[src/rtl/irq_claim_agent.sv]
// PLIC claim/complete agent: claims an interrupt over TL-UL, hands the ID to the
// core, and writes it back as the completion. Optional: IRQ_CLAIM_TIMEOUT_EN.
package tlul_pkg;
  localparam logic [2:0] PutFullData   = 3'h0;
  localparam logic [2:0] Get           = 3'h4;
  localparam logic [2:0] AccessAck     = 3'h0;
  localparam logic [2:0] AccessAckData = 3'h1;

  typedef struct packed {
    logic        a_valid;
    logic [2:0]  a_opcode;
    logic [2:0]  a_param;
    logic [1:0]  a_size;
    logic [7:0]  a_source;
    logic [31:0] a_address;
    logic [3:0]  a_mask;
    logic [31:0] a_data;
    logic        d_ready;
  } tl_h2d_t;

  typedef struct packed {
    logic        d_valid;
    logic [2:0]  d_opcode;
    logic [2:0]  d_param;
    logic [1:0]  d_size;
    logic [7:0]  d_source;
    logic        d_sink;
    logic [31:0] d_data;
    logic        d_error;
    logic        a_ready;
  } tl_d2h_t;
endpackage

module irq_claim_agent
  import tlul_pkg::*;
#(
  parameter logic [31:0] CC_ADDR = 32'h0000_0200,
  parameter int          ID_W    = 7
) (
  input  logic            clk_i,
  input  logic            rst_i,
  input  logic            irq_i,
  output tl_h2d_t         tl_o,
  input  tl_d2h_t         tl_i,
  output logic            vec_valid_o,
  output logic [ID_W-1:0] vec_id_o,
  input  logic            vec_ready_i,
  input  logic            done_i,
  output logic            busy_o,
  output logic            err_o
);
  typedef enum logic [2:0] {
    IDLE, CLM_REQ, CLM_RSP, DISPATCH, SERVICE, CMP_REQ, CMP_RSP
  } state_e;

  state_e          state, state_n;
  logic [ID_W-1:0] vec_id_q;
  logic            err_n, err_q, busy_q, tmo;
  logic            in_rsp;

  assign in_rsp = (state == CLM_RSP) || (state == CMP_RSP);

`ifdef IRQ_CLAIM_TIMEOUT_EN
  logic [7:0] tmo_cnt;

  // Clears on every state change so each response phase gets a fresh window.
  always_ff @(posedge clk_i or posedge rst_i) begin
    if (rst_i)                        tmo_cnt <= '0;
    else if (!in_rsp || state_n != state) tmo_cnt <= '0;
    else                              tmo_cnt <= tmo_cnt + 8'd1;
  end

  assign tmo = in_rsp && (tmo_cnt == 8'd254);
`else
  assign tmo = 1'b0;
`endif

  always_ff @(posedge clk_i or posedge rst_i) begin
    if (rst_i) begin
      state    <= IDLE;
      vec_id_q <= '0;
      err_q    <= 1'b0;
      busy_q   <= 1'b0;
    end else begin
      state  <= state_n;
      err_q  <= err_n;
      busy_q <= (state_n != IDLE);
      if (state == CLM_RSP && tl_i.d_valid) vec_id_q <= tl_i.d_data[ID_W-1:0];
    end
  end

  always_comb begin
    state_n = state;
    err_n   = 1'b0;
    unique case (state)
      IDLE:     if (irq_i) state_n = CLM_REQ;
      CLM_REQ:  if (tl_i.a_ready) state_n = CLM_RSP;
      CLM_RSP: begin
        if (tl_i.d_valid) begin
          if (tl_i.d_error) begin
            state_n = IDLE;
            err_n   = 1'b1;
          end else if (tl_i.d_data[ID_W-1:0] == '0) begin
            state_n = IDLE;  // spurious claim: nothing to complete
          end else begin
            state_n = DISPATCH;
          end
        end else if (tmo) begin
          state_n = IDLE;
          err_n   = 1'b1;
        end
      end
      DISPATCH: if (vec_ready_i) state_n = SERVICE;
      SERVICE:  if (done_i) state_n = CMP_REQ;
      CMP_REQ:  if (tl_i.a_ready) state_n = CMP_RSP;
      CMP_RSP: begin
        if (tl_i.d_valid) begin
          state_n = IDLE;
          err_n   = tl_i.d_error;
        end else if (tmo) begin
          state_n = IDLE;
          err_n   = 1'b1;
        end
      end
      default:  state_n = IDLE;
    endcase
  end

  always_comb begin
    tl_o         = '0;
    tl_o.d_ready = in_rsp;
    if (state == CLM_REQ || state == CMP_REQ) begin
      tl_o.a_valid   = 1'b1;
      tl_o.a_opcode  = (state == CLM_REQ) ? Get : PutFullData;
      tl_o.a_size    = 2'd2;
      tl_o.a_address = CC_ADDR;
      tl_o.a_mask    = 4'hF;
      tl_o.a_data    = (state == CMP_REQ) ? 32'(vec_id_q) : 32'h0;
    end
  end

  assign vec_valid_o = (state == DISPATCH);
  assign vec_id_o    = vec_id_q;
  assign busy_o      = busy_q;
  assign err_o       = err_q;

  logic unused_tl;
  assign unused_tl = ^{tl_i.d_opcode, tl_i.d_param, tl_i.d_size, tl_i.d_source,
                       tl_i.d_sink, tl_i.d_data};
endmodule
[config.mk]
export PLATFORM = sky130hd
export DESIGN_NAME = irq_claim_agent
export DESIGN_NICKNAME = d
export VERILOG_FILES = /design/src/rtl/irq_claim_agent.sv
export SDC_FILE = /design/constraint.sdc
export NUM_CORES = 1
export LEC_CHECK = 0
export CAP_MARGIN = 20
export CORE_MARGIN = 5
export CORE_UTILIZATION = 28
export DETAILED_ROUTE_END_ITERATION = 8
export HOLD_SLACK_MARGIN = 0.12
export PLACE_DENSITY_LB_ADDON = 0.3
export SLEW_MARGIN = 20
export SYNTH_ARGS = -nofsm -noshare
export SYNTH_HDL_FRONTEND = slang
export SYNTH_SLANG_ARGS = --single-unit
export TNS_END_PERCENT = 20
[constraint.sdc]
create_clock -name clk_i -period 4.55 [get_ports clk_i]
set_input_delay 0.455 -clock clk_i [delete_from_list [all_inputs] [get_ports clk_i]]
set_output_delay 0.455 -clock clk_i [all_outputs]
set_load 0.05 [all_outputs]
==> out/qor.yml <==
worstPathArrival_ns: 2.54
synth_edf_count: 0
relSlewSlack_pct: 36.2
ios: 153
grtUsageTotal_pct: 7.13
crit_chain: "nor2b_1, and3_1, clkdlybuf4s50_1"
grt_max_degree: 17
cts-root-buf: "clkbuf_8"
finalCritPeriodShare_pct: 65.9
utilization_pct: 33.8
power_density_nw_per_um2: 800
wl_per_cell_um: 10.9
rows: 23
io_buffers: 40
maxCapViolCount: 0
path_class: "flop to output pin"
routed_wl_um: 2350
via_per_inst: 3.55
netlist_area_um2: 1190
grt_pass1_wl_um: 2970
nets: 224
fmax_mhz: 333
cp-start-kind: "flop"
h-tree-depth: 1
ys_top_cells_by_area: "buf_4 (49%), dfrtp_1 (25%), mux2_2 (7.6%)"
antenna_left: 0
post_cts_resized: 0
grt_pass1_vias: 622
clk_pin_slew_ns: 0.06
slowest_stage: "clkdlybuf4s50_1"
nFillCells: 434
core-area_um2: 4060
final_layout_size_suffix_gt1_share_pct: 9.64
status: "complete, no violations"
rsz0062_at_grt: "false"
yosys_warnings: 0
skew_ns: 0.00235
clkPwrFrac_pct: 10.5
async_flop_share_pct: 100
gp_congestion: 0.724
first_iter_violations: 22
p_leak_nw: 0.684
postCtsSetupBuffers: 0
cpPeakStageDelay_ns: 0.81
overflow: 0
setup_viol: 0
clock_latency_ns: 0.24
synth_top_area_share_pct: 48.7
drv_slew: 0
synth_seq_area_share_pct: 25.3
synth_flop_cell: "dfrtp_1"
clockBufferDepth: 2
crit_family: "simple AND/OR/NAND/NOR gates"
synth_seq_cells: 12
period_needed_ns: 3.00
required_ns: 4.09
cp_num_buf_inv: 1
yosys.area.top_type: "buf_4"
insertedDiodeCount: 0
p_comb_share_pct: 71.2
finalPower_mw: 1.10
die_w_um: 75.1
netlist_instances: 133
fin_setup_tns_ns: 0
fp.dieH_um: 75.1
start_util_pct: 29.2
cts_tree: "done"
postCtsHoldBufs: 0
avgSynthCellArea_um2: 8.92
swShare_pct: 58.5
cts.sinks: 12
cp-end-kind: "output pin"
area_delta_synth_final_pct: 15.7
drc: 0
cts_buffers: 3
die-area_um2: 5640
worstMarginPinSlew_ns: 0.956
hpwl_um: 1980
dr.pass1.iters: 4
vias: 767
p_switching_mw: 0.643
hp-class: "flop to flop"
crit_fanout: 16
ys_types: 22
grt_antenna_before_repair: 0
internal_power_mw: 0.456
ir_drop_uv: 239
finalHoldViolCount: 0
p_seq_share_pct: 18.3
-- cells in the mapped netlist (2+ instances only) --
master    number
buf_4         77
and3_2         2
nand2_1        4
o21ai_0        3
and3_1         7
nor2_1         2
dfrtp_1       12
clkbuf_1       2
nor2b_1        2
mux2_2         8
inv_1          2
or3_1          2
-- per-layer routing --
layer  up-vias  share of wire [%]  track usage [%]
met3         2                 19             3.47
met4         0               0.43             1.78
met5         -                  0                0
met1       346                 34             8.16
li1        350                  -                -
met2        69                 47             11.9
-- worst register-to-register path, stage by stage (launching register included) --
cell and delay, ns:
dfrtp_1 0.44, nor2b_1 0.79, nand2_1 0.16, nand4_2 0.14, or3_1 0.10
-- stage by stage --
stage                     hold WS [ns]  worst slack [ns]  instances  cell area (um2)
after global placement           0.513              1.79        212             1320
final                            0.525              1.55        216             1370
after CTS                        0.534              1.50        216             1370
after floorplan                  0.320              2.30        202             1450
after detailed placement         0.522              1.75        212             1320
after global routing             0.548              1.33        216             1370
-- cells in the final DEF (no fill, tap or decap), types with 3 or more instances in the layout --
cell and count:
conb_1 70, clkdlybuf4s50_1 40, dfrtp_1 12, mux2_2 8, and3_1 7, nand2_1 4
clkbuf_8 4, o21ai_0 3
-- path summary, 6_finish.rpt --
check	start	end	slack, ns	depth (start not counted)
worst max-delay path	state[0]	tl_o[4]	1.55	3
worst min-delay path	vec_id_o[0]	vec_id_o[0]	0.52	1
worst max register to register	state[0]	busy_o	2.86	4
worst min register to register	vec_id_o[0]	vec_id_o[0]	0.52	1
max in group asynchronous	rst_i	vec_id_o[4]	3.70	2
min in group asynchronous	rst_i	state[0]	0.53	2
-- registers in the layout, indices dropped and copies added (netlist names) --
signal    cells
busy_o        1
err_o         1
state         3
vec_id_o      7
-- power by group through the flow --
stage | Combinational, mW | Sequential (mW) | Clock [mW]
after floorplan | 0.542 | 0.317 | 0
after global placement | 0.784 | 0.204 | 0
after detailed placement | 0.786 | 0.206 | 0
after CTS | 0.787 | 0.204 | 0.120
after global routing | 0.815 | 0.212 | 0.127
final | 0.782 | 0.201 | 0.116
-- cells by family after synthesis --
group,count (synthesis),synth area share [%]
other,1,0.316
AND/OR/NAND/NOR,24,12.4
AO/OA/AOI/OAI,6,3.90
multiplexers,8,7.60
flip-flops,12,25.3
buffers and inverters,82,50.4
-- area by class of cell --
cell class	instances	area, um2	area share (%)
multi-input cells	108	547	39.8
clock buffers	4	55.1	4.01
inverters	2	7.51	0.547
repair buffers	40	400	29.2
well taps	50	62.6	4.56
flip-flops and latches	12	300	21.9
(Power assumes the default switching activity.)
